==> src/rtl/wc_seq_pkg.sv <==
// wc_seq_pkg: shared types and constants for the WC_4_3 I/O sequencer.
//   - state_t      : sequencer FSM states
//   - OP_*         : opcode field D[1:0] of a header word
//   - HDR_TAG      : D[9:8] value that marks a header word in IDLE
//   - ST_*         : bit positions inside the STATUS word
//   - status_word(): packs the sticky flags and frame counter
package wc_seq_pkg;

  typedef enum logic [2:0] {
    S_IDLE,
    S_LOADW,
    S_LOADX,
    S_START,
    S_WAIT,
    S_READ,
    S_STAT
  } state_t;

  localparam logic [1:0] OP_NOP  = 2'b00;
  localparam logic [1:0] OP_LDW  = 2'b01;
  localparam logic [1:0] OP_LDX  = 2'b10;
  localparam logic [1:0] OP_STAT = 2'b11;

  localparam logic [1:0] HDR_TAG = 2'b10;

  localparam int ST_ERR_TO    = 9;
  localparam int ST_ERR_NW    = 8;
  localparam int ST_W_LOADED  = 7;
  localparam int ST_FRAME_LSB = 0;

  // Width of the shared index/timeout counter; must hold TO_CYC-1 and NX-1.
  localparam int CW = 8;

  function automatic logic [9:0] status_word(
    input logic       err_to,
    input logic       err_nw,
    input logic       w_loaded,
    input logic [5:0] frame_cnt
  );
    logic [9:0] w;
    w = '0;
    w[ST_ERR_TO]                     = err_to;
    w[ST_ERR_NW]                     = err_nw;
    w[ST_W_LOADED]                   = w_loaded;
    w[ST_FRAME_LSB+5:ST_FRAME_LSB]   = frame_cnt;
    return w;
  endfunction

endpackage

==> src/rtl/wc_seq_cnt.sv <==
// wc_seq_cnt: loadable up-counter with terminal-count flag.
//   clk, rst   : clock, async active-low reset
//   load       : synchronous load of load_val (priority over en)
//   load_val   : value loaded on load
//   en         : increment enable
//   last       : terminal value; tc=1 while cnt==last
//   cnt, tc    : current count and terminal-count flag
module wc_seq_cnt
  import wc_seq_pkg::*;
#(
  parameter int W = CW
) (
  input  logic         clk,
  input  logic         rst,
  input  logic         load,
  input  logic [W-1:0] load_val,
  input  logic         en,
  input  logic [W-1:0] last,
  output logic [W-1:0] cnt,
  output logic         tc
);

  always_ff @(posedge clk or negedge rst) begin
    if (!rst) begin
      cnt <= '0;
    end else if (load) begin
      cnt <= load_val;
    end else if (en) begin
      cnt <= cnt + 1'b1;
    end
  end

  assign tc = (cnt == last);

endmodule

==> src/rtl/wc_io_sequencer.sv <==
// wc_io_sequencer: bridges the word-serial pad interface (D/Z) and the
// WC_4_3 Winograd core. Parses headers, loads weights and the input tile,
// starts the core, waits for done with a timeout, streams the output tile.
//   clk, rst        : clock, async active-low reset
//   D               : command/data word, sampled every cycle
//   Z, z_vld        : output data/status word and its valid flag
//   core_w_we/addr  : weight write strobe and index
//   core_x_we/addr  : input-tile write strobe and index
//   core_wr_data    : shared write data (registered D)
//   core_start      : one-cycle compute pulse
//   core_done       : core completion (level or pulse)
//   core_y_addr     : output read index
//   core_y_data     : output read data, one cycle after core_y_addr
//
// state   | meaning
// --------+-----------------------------------------------------------
// S_IDLE  | waiting for a header word (D[9:8]==HDR_TAG)
// S_LOADW | consuming NW weight words, writing them to the core
// S_LOADX | consuming NX tile words; writes only if weights are loaded
// S_START | pulse core_start, clear the timeout counter
// S_WAIT  | waiting for core_done or timeout
// S_READ  | issuing NY read addresses and draining the read pipeline
// S_STAT  | emitting the status word, clearing sticky errors
module wc_io_sequencer
  import wc_seq_pkg::*;
#(
  parameter int DW     = 10,
  parameter int NW     = 9,
  parameter int NX     = 36,
  parameter int NY     = 16,
  parameter int TO_CYC = 255
) (
  input  logic          clk,
  input  logic          rst,
  input  logic [DW-1:0] D,
  output logic [DW-1:0] Z,
  output logic          z_vld,
  output logic          core_w_we,
  output logic [3:0]    core_w_addr,
  output logic          core_x_we,
  output logic [5:0]    core_x_addr,
  output logic [DW-1:0] core_wr_data,
  output logic          core_start,
  input  logic          core_done,
  output logic [3:0]    core_y_addr,
  input  logic [DW-1:0] core_y_data
);

  state_t       state;
  logic         w_loaded;
  logic         err_to;
  logic         err_nw;
  logic [5:0]   frame_cnt;

  // Read pipeline: y_req marks a cycle with a valid core_y_addr,
  // y_data_vld marks the following cycle when core_y_data is valid.
  logic         y_req;
  logic         y_data_vld;

  logic         cnt_load;
  logic         cnt_en;
  logic [CW-1:0] cnt_last;
  logic [CW-1:0] cnt;
  logic         cnt_tc;

  wc_seq_cnt #(.W(CW)) u_cnt (
    .clk      (clk),
    .rst      (rst),
    .load     (cnt_load),
    .load_val ('0),
    .en       (cnt_en),
    .last     (cnt_last),
    .cnt      (cnt),
    .tc       (cnt_tc)
  );

  // One counter serves every state: load index, timeout, read index.
  // States that do not count hold it at zero so the next counting state
  // starts from index 0 without an extra cycle.
  always_comb begin
    cnt_load = 1'b0;
    cnt_en   = 1'b0;
    cnt_last = '0;
    case (state)
      S_LOADW: begin
        cnt_en   = 1'b1;
        cnt_last = CW'(NW - 1);
      end
      S_LOADX: begin
        cnt_en   = 1'b1;
        cnt_last = CW'(NX - 1);
      end
      S_WAIT: begin
        cnt_last = CW'(TO_CYC - 1);
        if (core_done) cnt_load = 1'b1;
        else           cnt_en   = 1'b1;
      end
      S_READ: begin
        // Runs to NY so the last two words leave the pipeline before IDLE.
        cnt_en   = 1'b1;
        cnt_last = CW'(NY);
      end
      default: cnt_load = 1'b1;
    endcase
  end

  always_ff @(posedge clk or negedge rst) begin
    if (!rst) begin
      state        <= S_IDLE;
      w_loaded     <= 1'b0;
      err_to       <= 1'b0;
      err_nw       <= 1'b0;
      frame_cnt    <= '0;
      y_req        <= 1'b0;
      y_data_vld   <= 1'b0;
      Z            <= '0;
      z_vld        <= 1'b0;
      core_w_we    <= 1'b0;
      core_w_addr  <= '0;
      core_x_we    <= 1'b0;
      core_x_addr  <= '0;
      core_wr_data <= '0;
      core_start   <= 1'b0;
      core_y_addr  <= '0;
    end else begin
      core_w_we  <= 1'b0;
      core_x_we  <= 1'b0;
      core_start <= 1'b0;
      z_vld      <= 1'b0;
      y_req      <= 1'b0;
      y_data_vld <= y_req;

      if (y_data_vld) begin
        z_vld <= 1'b1;
        Z     <= core_y_data;
      end

      case (state)
        S_IDLE: begin
          if (D[DW-1:DW-2] == HDR_TAG) begin
            case (D[1:0])
              OP_NOP:  state <= S_IDLE;
              OP_LDW:  state <= S_LOADW;
              OP_LDX:  state <= S_LOADX;
              OP_STAT: state <= S_STAT;
              default: state <= S_IDLE;
            endcase
          end
        end

        S_LOADW: begin
          core_w_we    <= 1'b1;
          core_w_addr  <= cnt[3:0];
          core_wr_data <= D;
          if (cnt_tc) begin
            w_loaded <= 1'b1;
            state    <= S_IDLE;
          end
        end

        S_LOADX: begin
          // Without weights the words are still consumed to keep framing.
          if (w_loaded) begin
            core_x_we    <= 1'b1;
            core_x_addr  <= cnt[5:0];
            core_wr_data <= D;
          end
          if (cnt_tc) begin
            if (w_loaded) begin
              state <= S_START;
            end else begin
              err_nw <= 1'b1;
              state  <= S_IDLE;
            end
          end
        end

        S_START: begin
          core_start <= 1'b1;
          state      <= S_WAIT;
        end

        S_WAIT: begin
          // done is tested first so it wins over a same-cycle timeout
          if (core_done) begin
            y_req       <= 1'b1;
            core_y_addr <= '0;
            state       <= S_READ;
          end else if (cnt_tc) begin
            err_to <= 1'b1;
            state  <= S_IDLE;
          end
        end

        S_READ: begin
          if (cnt < CW'(NY - 1)) begin
            y_req       <= 1'b1;
            core_y_addr <= cnt[3:0] + 4'd1;
          end
          if (cnt_tc) begin
            frame_cnt <= frame_cnt + 6'd1;
            state     <= S_IDLE;
          end
        end

        S_STAT: begin
          z_vld  <= 1'b1;
          Z      <= DW'(status_word(err_to, err_nw, w_loaded, frame_cnt));
          err_to <= 1'b0;
          err_nw <= 1'b0;
          state  <= S_IDLE;
        end

        default: state <= S_IDLE;
      endcase
    end
  end

endmodule

==> config.mk <==
export PLATFORM = sky130hd
export DESIGN_NAME = wc_io_sequencer
export DESIGN_NICKNAME = d
export VERILOG_FILES = /design/src/rtl/wc_seq_pkg.sv /design/src/rtl/wc_seq_cnt.sv /design/src/rtl/wc_io_sequencer.sv
export SDC_FILE = /design/constraint.sdc
export NUM_CORES = 1
export LEC_CHECK = 0
export CAP_MARGIN = 15
export CORE_MARGIN = 1.5
export CORE_UTILIZATION = 40
export DETAILED_ROUTE_END_ITERATION = 10
export PLACE_DENSITY = 0.69
export SYNTH_ARGS = -nofsm -noshare
export SYNTH_HDL_FRONTEND = slang
export SYNTH_SLANG_ARGS = --single-unit
==> constraint.sdc <==
create_clock -name clk -period 2.16 [get_ports clk]
set_input_delay 0.432 -clock clk [delete_from_list [all_inputs] [get_ports clk]]
set_output_delay 0.432 -clock clk [all_outputs]
set_load 0.01 [all_outputs]
== After elaboration in Yosys (flattened, before gate mapping) ==
Index checks and enable logic that the tools add are counted.

* Flip-flop bits (word level): 60
* Bits in latches: 0
* RAM bits: 0
* ROM bits: 0
* Bits of input ports: 23
* Output and inout port bits: 38
* Word-level logic and storage cells: 93
* Memories kept: 0

* Add/subtract/negate cells: 3
* Multipliers: 0
* Divide/modulo/power cells: 0
* $lt $le $gt $ge: 1
* Equality and inequality tests: 19
* Shifts and indexed selects: 0
* Multiplexer cells: 35
* Bitwise gates (word level): 0
* Reduce and logical (&&, ||, !) cells: 18

{| class="wikitable"
|+ Operator list
! operator !! count
|-
| $pmux W8 S4 || 1
|-
| $mux W10 || 3
|-
| $pmux W10 S2 || 1
|-
| $mux W8 || 2
|-
| $ne A2 B2 Y1 const B || 8
|-
| $pmux W3 S5 || 1
|-
| $mux W1 || 13
|-
| $mux W3 || 4
|-
| $pmux W3 S4 || 1
|-
| $reduce_bool A2 Y1 || 6
|-
| $pmux W1 S2 || 5
|-
| $reduce_and A2 Y1 || 5
|-
| $eq A3 B3 Y1 const B || 3
|-
| $reduce_and A3 Y1 || 3
|-
| $add A8 B1 Y8 const B || 1
|-
| $eq A8 B8 Y1 || 1
|-
| $lt A8 B4 Y1 const B || 1
|-
| $mux W4 || 2
|-
| $pmux W4 S2 || 1
|-
| $add A6 B1 Y6 const B || 1
|-
| $eq A2 B2 Y1 const B || 3
|-
| $eq A3 B2 Y1 const B || 2
|-
| $add A4 B1 Y4 const B || 1
|-
| $eq A3 B1 Y1 const B || 1
|-
| other kinds (6) || 6
|}

== Depth between registers and ports, before layout ==
Gate-level depths: netlist of run 1.

* Depth in word-level cells: 6
* Depth in mapped cells: 7
* Mapped depth without buffers: 5

== Cells and area by module ==
Synthesis of run 1 repeated with hierarchy kept, for this count alone.

* Cell total of the unflattened synthesis: 256
* Area total of the unflattened synthesis: 2900.3 um^2

{| class="wikitable"
|+ Modules (own cells, without submodules)
! module !! times used !! cells an instance !! area each (um^2) !! seq. area each (um^2)
|-
| wc_io_sequencer || 1 || 195 || 2346.0 || 1301.2
|-
| wc_seq_cnt || 1 || 61 || 554.3 || 200.2
|}

== Worst setup path before layout of run 1 ==
OpenSTA, ideal clock, no wires.

* Kind: flip-flop to flip-flop
* Start: register state[1]
* End: register frame_cnt[1]
* Setup time: 0.127 ns
* Arrival time: 1.923 ns
* Data required time: 2.033 ns
* Path slack: 0.109 ns
* Cell stages (with the launch flop): 7
* Buffers on the path: 1
* Clock period less this slack: 2.051 ns
* Cell sequence: dfrtp_1 -> buf_4 -> nor2_2 -> a2111o_1 -> a2111oi_4 -> nand3_2 -> mux2_1

* Cells in the longest elaborated chain, start to end: 4
* Elaborated cells on any way between the ends: 7
* Those cells by class: eq/ne: 5; mux: 1; reduce/logical: 1

{| class="wikitable"
|+ Ends and longest elaborated chain
! element !! RTL line !! RTL
|-
| start, declared || wc_io_sequencer.sv:49 || <nowiki>state_t state;</nowiki>
|-
| start signal, assigned || wc_io_sequencer.sv:109 || <nowiki>state <= S_IDLE;</nowiki>
|-
| start signal, assigned || wc_io_sequencer.sv:142 || <nowiki>OP_NOP: state <= S_IDLE;</nowiki>
|-
| start signal, assigned || wc_io_sequencer.sv:143 || <nowiki>OP_LDW: state <= S_LOADW;</nowiki>
|-
| $eq A3 B3 Y1 (tied with other cells) || wc_io_sequencer.sv:84, wc_io_sequencer.sv:138 ||
|-
| $pmux W8 S4 || wc_io_sequencer.sv:84 || <nowiki>case (state)</nowiki>
|-
| $eq A8 B8 Y1 || wc_seq_cnt.sv:33 || <nowiki>assign tc = (cnt == last);</nowiki>
|-
| $reduce_and A2 Y1 (no source line) (*) || n/a ||
|-
| end signal, assigned || wc_io_sequencer.sv:201 || <nowiki>frame_cnt <= frame_cnt + 6'd1;</nowiki>
|-
| end, declared || wc_io_sequencer.sv:53 || <nowiki>logic [5:0] frame_cnt;</nowiki>
|}

Every way passes the cells marked *; elsewhere a longest branch is shown, timed or not.
A chain may end at the register's enable or synchronous reset.

== Worst setup path after layout of run 1 ==
* Start: register state[2]
* End: register frame_cnt[4]

Same word-level chain as after synthesis.

==> results of run 1 <==
-- area by class of cell --
type / instances / area (um^2)
repair buffers: 73 / 706
inverters: 4 / 15.0
multi-input cells: 159 / 1120
fillers: 549 / 2750
clock inverters: 3 / 68.8
clock buffers: 13 / 159
flip-flops and latches: 60 / 1500
well taps: 77 / 96.3
-- layout by cell type (no fill, tap or decap), types with 4 or more instances in the layout --
cell type | synthesis | layout
mux2i_1 | 10 | 10
xnor2_1 | 9 | 9
dfrtp_1 | 60 | 60
nand3_1 | 12 | 12
and3_1 | 4 | 4
clkbuf_8 | 0 | 11
nand2_1 | 18 | 18
o21ai_0 | 19 | 19
nor2_1 | 16 | 16
mux2_2 | 20 | 20
buf_4 | 1 | 12
clkdlybuf4s50_1 | 0 | 59
-- stage by stage --
stage,setup slack (ps),area (um^2)
2_1_floorplan,109,2690
3_3_place_gp,239,3440
3_5_place_dp,204,3440
4_1_cts,178,3670
5_1_grt,77.3,3670
6_report,181,3670
-- power by group --
| group | internal (mW) | leakage (nW) | total [mW] | switching [mW] |
|---|---|---|---|---|
| logic | 0.958 | 0.736 | 1.72 | 0.758 |
| registers | 1.50 | 0.751 | 1.84 | 0.337 |
| clock network | 0.716 | 0.114 | 1.14 | 0.428 |
-- critical path, delay by kind of cell (launching register included) --
| kind | cells | cell delay [ps] |
|---|---|---|
| buf+inv | 1 | 220 |
| simple gates | 1 | 110 |
| flops | 1 | 470 |
| compound gates | 2 | 920 |
| xor+xnor | 1 | 140 |
-- layer usage --
layer / vias up / global-route usage / part of all wire
li1: 982 / - / -
met1: 986 / 0.202 / 0.41
met2: 76 / 0.291 / 0.48
met3: 16 / 0.0739 / 0.082
met4: 0 / 0.0939 / 0.028
met5: - / 0 / 0
-- logic make-up after synthesis --
| group | share of synthesized area |
|---|---|
| AOI/OAI and AO/OA | 0.102 |
| buffers and inverters | 0.0247 |
| DFF | 0.559 |
| xor gates and xnor gates | 0.0359 |
| adders and majority gates | 0.00931 |
| and+or+nand+nor | 0.144 |
| muxes | 0.125 |
-- path summary, 6_finish.rpt --
| kind | start | endpoint | cells after the start |
|---|---|---|---|
| min in group clk | y_req$_DFF_PN0_ | y_data_vld$_DFF_PN0_ | 0 |
| min | rst | Z[6]$_DFFE_PN0P_ | 2 |
| max reg2reg | state[2]$_DFFE_PN0P_ | frame_cnt[4]$_DFFE_PN0P_ | 5 |
| max | state[2]$_DFFE_PN0P_ | frame_cnt[4]$_DFFE_PN0P_ | 5 |
| min reg2reg | y_req$_DFF_PN0_ | y_data_vld$_DFF_PN0_ | 0 |
| max in group asynchronous | rst | y_req$_DFF_PN0_ | 2 |
-- registers in the layout (all words and copies together) (netlist names), 3 cells and up --
register,flops
Z,10
core_w_addr,4
core_wr_data,10
core_x_addr,6
core_y_addr,4
frame_cnt,6
state,3
u_cnt.cnt,8
==> flow_summary.json, run 1 <==
{
  "finalHoldViolations": 0,
  "hpwl_mm": 4.04,
  "initial_core_util": 0.418,
  "synth_flop_cell": "dfrtp_1",
  "numPlacedInstances": 373,
  "fin_crit_sh": 0.916,
  "core_um2": 6420,
  "cts_root_buf": "clkbuf_8",
  "numCtsBuffers": 9,
  "grt_max_degree": 61,
  "ys.warnings.count": 0,
  "peakVddDrop_mv": 0.796,
  "finClkSkew_ps": 7.72,
  "async_flop_share": 1.00,
  "drt_wl_total_mm": 5.80,
  "cts_tree": "done",
  "crit_fanout": 10,
  "ys_ff_latch": 60,
  "tns_ps": 0,
  "avgRoutedWirePerCell_um": 14.9,
  "num_vias": 2060,
  "fmax_ghz": 0.505,
  "crit_path_end_kind": "register",
  "final_core_util": 0.571,
  "cts.path.max_buffers": 2,
  "avgSynthCellArea_um2": 11.4,
  "synth-seq-area-share": 0.559,
  "io_buffers": 60,
  "violations": "DRC",
  "die_area_um2": 7220,
  "setup_violations": 0,
  "syn_inst": 235,
  "clock_latency_ps": 340,
  "slew_viol_final": 0,
  "nNetsFinal": 332,
  "crit_required_ps": 2380,
  "num_antenna_cells": 0,
  "arrival_ps": 2200,
  "crit_type": "reg -> reg",
  "cp_slowest_cell": "a2111oi_4",
  "reg2reg_setup_slack_ps": 180,
  "tightest_slew_ps": 645,
  "synth_area_um2": 2690,
  "gp_congestion": 0.799,
  "cts_resized": 0,
  "status": "finished, violations left",
  "p_leak_nw": 1.60,
  "ys_top_cells_by_area": "dfrtp_1 56%, mux2_2 8.4%, mux2i_1 3.7%",
  "cpPeakStageDelay_ps": 480,
  "yosysMostFrequentCell": "dfrtp_1",
  "drc_errors": 12,
  "fp.dieH_um": 85.0,
  "finalNonFillerCells": 389,
  "p_per_area_nw_per_um2": 1280,
  "hold_ws_ps": 64.3,
  "synth_commonest_cells": "60 x dfrtp_1, 20 x mux2_2, 19 x o21ai_0, 18 x nand2_1, 16 x nor2_1",
  "rsz0062_at_grt": "false",
  "first_iter_violations": 75,
  "via_per_inst": 5.30,
  "path_clk_slew_ps": 70,
  "clock-sinks": 60,
  "row_count": 29,
  "grt_pass1_wl_mm": 10.0,
  "syn_nets": 260,
  "area_growth_syn_to_layout_pct": 36.6,
  "boundaryPins": 61,
  "yosysTopAreaCellShare": 0.559,
  "finalPower_mw": 4.70,
  "yosys.cell_types.count": 48,
  "maxSlewHeadroom": 0.567,
  "path_cells": "a2111o_1, a2111oi_4, buf_4, nand4_1, xnor2_1",
  "die_w_um": 85.0,
  "hold_path.class": "in -> async",
  "ant_nets": 0,
  "cts_max_level": 3,
  "min_period_ps": 1980,
  "dr.pass1.iters": 7,
  "yosys.area.top_type": "dfrtp_1",
  "post_cts_buffers": 0,
  "start_kind": "register",
  "grt_util_all_layers": 0.179,
  "antenna_found_initial": 0,
  "drv_cap": 0,
  "synth-edff-count": 0,
  "cts_hold_buf": 0,
  "grt_pass1_vias": 2234,
  "drive_above_1_share": 0.183,
  "overflow": 0
}
No activity file was read; power rests on OpenSTA's default activity.
==> run 2, diff against run 1 <==
Settings changed: CAP_MARGIN 15 to default, GPL_TIMING_DRIVEN from default to 0.
==> run 2 against run 1 <==
  * The run still ends with DRC left
  * Register-to-register slack got worse by 80 ps
  * Flip-flop and latch count did not move
  * First-iteration DRC count rose by 67%
  * Critical endpoint is now frame_cnt[1]$_DFFE_PN0P_
==> flow_summary.json, run 2 (same netlist as run 1, synthesis figures left out) <==
{
  "reg_top3": "Z x10, core_wr_data x10, u_cnt.cnt x8",
  "clock-sinks": 60,
  "boundaryPins": 61,
  "path_clk_slew_ps": 60,
  "drc_errors": 8,
  "seqCellArea_um2": 1500,
  "fillCellCount": 574,
  "cts_root_buf": "clkbuf_8",
  "row_count": 29,
  "r2r-end": "frame_cnt[1]$_DFFE_PN0P_",
  "netSwitchingFraction": 0.339,
  "io_buffers": 60,
  "slew_viol_final": 0,
  "reg2reg_setup_slack_ps": 100,
  "cts_max_level": 3,
  "setup_violations": 0,
  "p_per_area_nw_per_um2": 1220,
  "num_vias": 2038,
  "die_w_um": 85.0,
  "finClkSkew_ps": 6.99,
  "violations": "DRC",
  "tightest_slew_ps": 651,
  "die_area_um2": 7220,
  "comb_power_share": 0.408,
  "p_clk_frac": 0.197,
  "r2r-start": "state[0]$_DFFE_PN0P_",
  "layout_common_cells": "60 x dfrtp_1, 59 x clkdlybuf4s50_1, 20 x mux2_2, 19 x o21ai_0, 18 x nand2_1",
  "antenna_found_initial": 0,
  "overflow": 0,
  "core_um2": 6420,
  "drv_cap": 0,
  "drt_wl_total_mm": 5.69,
  "crit_type": "reg -> reg",
  "grt_util_all_layers": 0.171,
  "multiInputGateArea_um2": 1140,
  "status": "finished, violations left",
  "avgRoutedWirePerCell_um": 14.5,
  "first_iter_violations": 125,
  "p_leak_nw": 1.58,
  "grt_pass1_vias": 2151,
  "finalPower_mw": 4.42,
  "cts_tree": "done",
  "nNetsFinal": 335,
  "gp_congestion": 0.752,
  "start_kind": "register",
  "ant_nets": 0,
  "place_ws_ps": -474,
  "grt_pass1_wl_mm": 9.68,
  "num_antenna_cells": 0,
  "initial_core_util": 0.418,
  "tns_ps": 0,
  "crit_path_end_kind": "register",
  "rsz0062_at_grt": "false",
  "fin_ws_ps": 98.1,
  "finalHoldViolations": 0,
  "fp.dieH_um": 85.0,
  "dr.pass1.iters": 7,
  "p_int_mw": 2.92,
  "cts.path.max_buffers": 2,
  "startpoint": "state[0]$_DFFE_PN0P_",
  "clock_latency_ps": 330,
  "netSwitchingPower_mw": 1.50,
  "fmax_ghz": 0.485,
  "min_period_ps": 2060,
  "via_per_inst": 5.21,
  "peakVddDrop_mv": 0.689,
  "numCtsBuffers": 9,
  "cts_hold_buf": 0,
  "grt_max_degree": 34,
  "fin_crit_sh": 0.955,
  "drive_above_1_share": 0.178,
  "area_growth_syn_to_layout_pct": 34.7,
  "crit_required_ps": 2380,
  "arrival_ps": 2280,
  "hpwl_mm": 3.97,
  "reg2reg_depth": 6,
  "maxSlewHeadroom": 0.563,
  "final_core_util": 0.564,
  "seqPwrFrac": 0.395,
  "final_common_cell": "dfrtp_1",
  "crit_fanout": 6,
  "hold_path.class": "in -> async"
}
[run 2: changes by cell type in the layout (fill, tap and decap cells not counted), moves of 2 or more]
cell,change
buf_4,-7
clkbuf_1,+5
clkbuf_2,+3
buf_2,+2
bufinv_16,-2
clkinv_2,+2
[run 2: critical path, stage by stage (launching register included)]
cell	delay [ps]
dfrtp_1	470
nor2_2	110
a2111o_1	450
a2111oi_4	300
buf_4	200
nand3_2	100
mux2_1	330
[run 2: layout make-up]
| type | count | share of cell area |
|---|---|---|
| plain buffers | 11 | 0.0142 |
| clock buffers | 13 | 0.0439 |
| clock inverters | 2 | 0.00277 |
| inverters | 4 | 0.00415 |
| multi-input cells | 159 | 0.315 |
| flip-flops and latches | 60 | 0.415 |
| well taps | 77 | 0.0266 |
| repair buffers | 65 | 0.178 |
[run 2: stage by stage]
stage | hold slack [ps] | instance area [um^2] | instances
after floorplan | 136 | 2690 | 235
after global placement | 333 | 3380 | 372
after detailed placement | 350 | 3400 | 373
after CTS | 138 | 3610 | 392
after global routing | 173 | 3620 | 391
final | 124 | 3620 | 391
[run 2: layer usage]
metal  vias up  track usage  wire length [um]
met5         -            0                 0
met4         0       0.0939               167
met3        14       0.0525               416
met2        67        0.271              2550
met1       974        0.210              2560
li1        983            -                 -
[run 2: worst max-delay path by stage]
stage,to,slack (ps),depth (start not counted)
floorplan,frame_cnt[1]$_DFFE_PN0P_,110,6
global placement,core_x_addr[1]$_DFFE_PN0P_,-1290,1
detailed placement,core_wr_data[7]$_DFFE_PN0P_,-470,5
CTS,Z[9]$_DFFE_PN0P_,60,6
global route,frame_cnt[1]$_DFFE_PN0P_,8,6
finish,frame_cnt[1]$_DFFE_PN0P_,100,6
[run 2: power by group through the flow]
stage,combinational (mW),clock [mW],sequential [mW]
after CTS,1.84,0.898,1.73
after detailed placement,1.79,0,1.75
after floorplan,0.869,0,1.84
after global routing,1.97,0.947,1.80
after global placement,1.75,0,1.73
final,1.80,0.871,1.75
[run 2: timing repair]
| item | CTS | global route |
|---|---|---|
| setup buffers | 4 | 0 |
| cloned | 0 | 0 |
| pin swaps | 2 | 0 |
| resized for setup | 3 | 6 |
| setup endpoints to repair | 21 | 17 |
==> run 3, diff against run 2 <==
Settings changed: PLACE_DENSITY 0.69 to 0.66.
Clock period 2.16 ns to 2.5 ns, I/O delays scaled along.
==> run 3 against run 2 <==
  * The run still ends with DRC left
  * Power is 14% lower
  * Clock skew is 3.3 ps lower
  * Combinational power is 14% lower
  * Setup slack better by 100 ps
  * Via count is 0.34% lower
  * Die area stayed put
  * Register-to-register slack better by 100 ps
  * Sequential share of layout area is 0.43 points higher
  * Cell area is 1.0% lower
==> flow_summary.json, run 3 (same netlist as run 1, synthesis figures left out) <==
{
  "tightest_slew_ps": 709,
  "nNetsFinal": 332,
  "antenna_found_initial": 0,
  "hpwl_mm": 3.86,
  "crit_fanout": 9,
  "grt_pass1_vias": 2058,
  "crit_required_ps": 2720,
  "finalPower_mw": 3.79,
  "reg_top3": "Z x10, core_wr_data x10, u_cnt.cnt x8",
  "maxSlewHeadroom": 0.524,
  "arrival_ps": 2520,
  "cts_tree": "done",
  "boundaryPins": 61,
  "min_period_ps": 2300,
  "finClkSkew_ps": 3.65,
  "p_leak_nw": 1.55,
  "reg2reg_setup_slack_ps": 200,
  "crit_path_end_kind": "register",
  "die_w_um": 85.0,
  "final_core_util": 0.558,
  "drive_above_1_share": 0.151,
  "cts_root_buf": "clkbuf_8",
  "top_usage_layer": "met2",
  "use_met1": 0.204,
  "setup_violations": 0,
  "area_growth_syn_to_layout_pct": 33.3,
  "fp.dieH_um": 85.0,
  "p_per_area_nw_per_um2": 1060,
  "clock_latency_ps": 330,
  "fillCellCount": 553,
  "numCtsBuffers": 9,
  "grt_util_all_layers": 0.167,
  "place_ws_ps": -54.6,
  "design_area_um2": 3580,
  "cts_max_level": 3,
  "layout_common_cells": "60 x dfrtp_1, 59 x clkdlybuf4s50_1, 20 x mux2_2, 19 x o21ai_0, 18 x nand2_1",
  "cts.path.max_buffers": 2,
  "drt_wl_total_mm": 5.61,
  "die_area_um2": 7220,
  "final_common_cell": "dfrtp_1",
  "core_um2": 6420,
  "reg2reg_depth": 5,
  "cts_hold_buf": 0,
  "grtUsageMet2": 0.256,
  "hold_path.class": "in -> async",
  "post_dp_cell_area_um2": 3400,
  "rsz0062_at_grt": "false",
  "use_met3": 0.0525,
  "r2r-start": "state[0]$_DFFE_PN0P_",
  "fin_ws_ps": 202,
  "slew_viol_final": 0,
  "clock-sinks": 60,
  "num_antenna_cells": 0,
  "numPlacedInstances": 373,
  "peakVddDrop_mv": 0.495,
  "finalHoldViolations": 0,
  "tns_ps": 0,
  "path_clk_slew_ps": 60,
  "gp_congestion": 0.748,
  "fmax_ghz": 0.435,
  "r2r-end": "frame_cnt[1]$_DFFE_PN0P_",
  "finalNonFillerCells": 388,
  "crit_type": "reg -> reg",
  "grt_max_degree": 40,
  "fin_crit_sh": 0.919,
  "overflow": 0,
  "initial_core_util": 0.418,
  "start_kind": "register",
  "drc_errors": 7,
  "violations": "DRC",
  "hold_ws_ps": 126,
  "io_buffers": 60,
  "grt_pass1_wl_mm": 9.36,
  "via_per_inst": 5.23,
  "first_iter_violations": 86,
  "status": "finished, violations left",
  "row_count": 29,
  "ant_nets": 0,
  "avgRoutedWirePerCell_um": 14.5,
  "num_vias": 2031,
  "dr.pass1.iters": 7,
  "drv_cap": 0
}
-- run 3: cell count changes in the layout (fill, tap and decap cells not counted), sizes merged --
cell | previous run | this run
buf | 9 | 6
-- run 3: how the worst max path moves through the flow --
stage | slack (ps) | depth (start not counted) | to | from
floorplan | 450 | 6 | frame_cnt[1]$_DFFE_PN0P_ | state[1]$_DFFE_PN0P_
global placement | -980 | 1 | core_x_addr[0]$_DFFE_PN0P_ | rst
detailed placement | -50 | 5 | core_wr_data[9]$_DFFE_PN0P_ | state[2]$_DFFE_PN0P_
CTS | 130 | 6 | frame_cnt[1]$_DFFE_PN0P_ | state[0]$_DFFE_PN0P_
global route | 30 | 5 | core_wr_data[9]$_DFFE_PN0P_ | state[0]$_DFFE_PN0P_
finish | 200 | 5 | frame_cnt[1]$_DFFE_PN0P_ | state[0]$_DFFE_PN0P_
-- run 3: power by group --
| part | total [mW] | internal [mW] | leakage, nW | switching, mW |
|---|---|---|---|---|
| Sequential | 1.49 | 1.30 | 0.751 | 0.188 |
| Combinational | 1.55 | 0.798 | 0.710 | 0.752 |
| Clock | 0.750 | 0.405 | 0.0893 | 0.345 |
-- run 3: cell type report --
class	count	area (um^2)	area share
flip-flops and latches	60	1500	0.419
clock inverters	2	10.0	0.00279
multi-input cells	159	1130	0.316
plain buffers	12	51.3	0.0143
well taps	77	96.3	0.0269
repair buffers	61	616	0.172
inverters	4	15.0	0.00419
clock buffers	13	159	0.0444
-- run 3: metal layers --
| layer | up-vias | part of all wire | wire, um |
|---|---|---|---|
| met5 | - | 0 | 0 |
| met4 | 0 | 0.018 | 99 |
| met3 | 12 | 0.080 | 446 |
| met2 | 73 | 0.45 | 2500 |
| met1 | 967 | 0.46 | 2560 |
| li1 | 979 | - | - |
-- run 3: repair_timing --
item                                    in CTS  in global routing
endpoints found under the setup margin      10                  3
buffers inserted                             0                  0
gates resized for setup                      1                  1
-- run 3: worst max-delay path: stages, from the launching register on --
cell	delay [ps]
dfrtp_1	470
nor2_2	110
a2111o_1	470
a2111oi_4	640
nand3_2	160
mux2_1	330
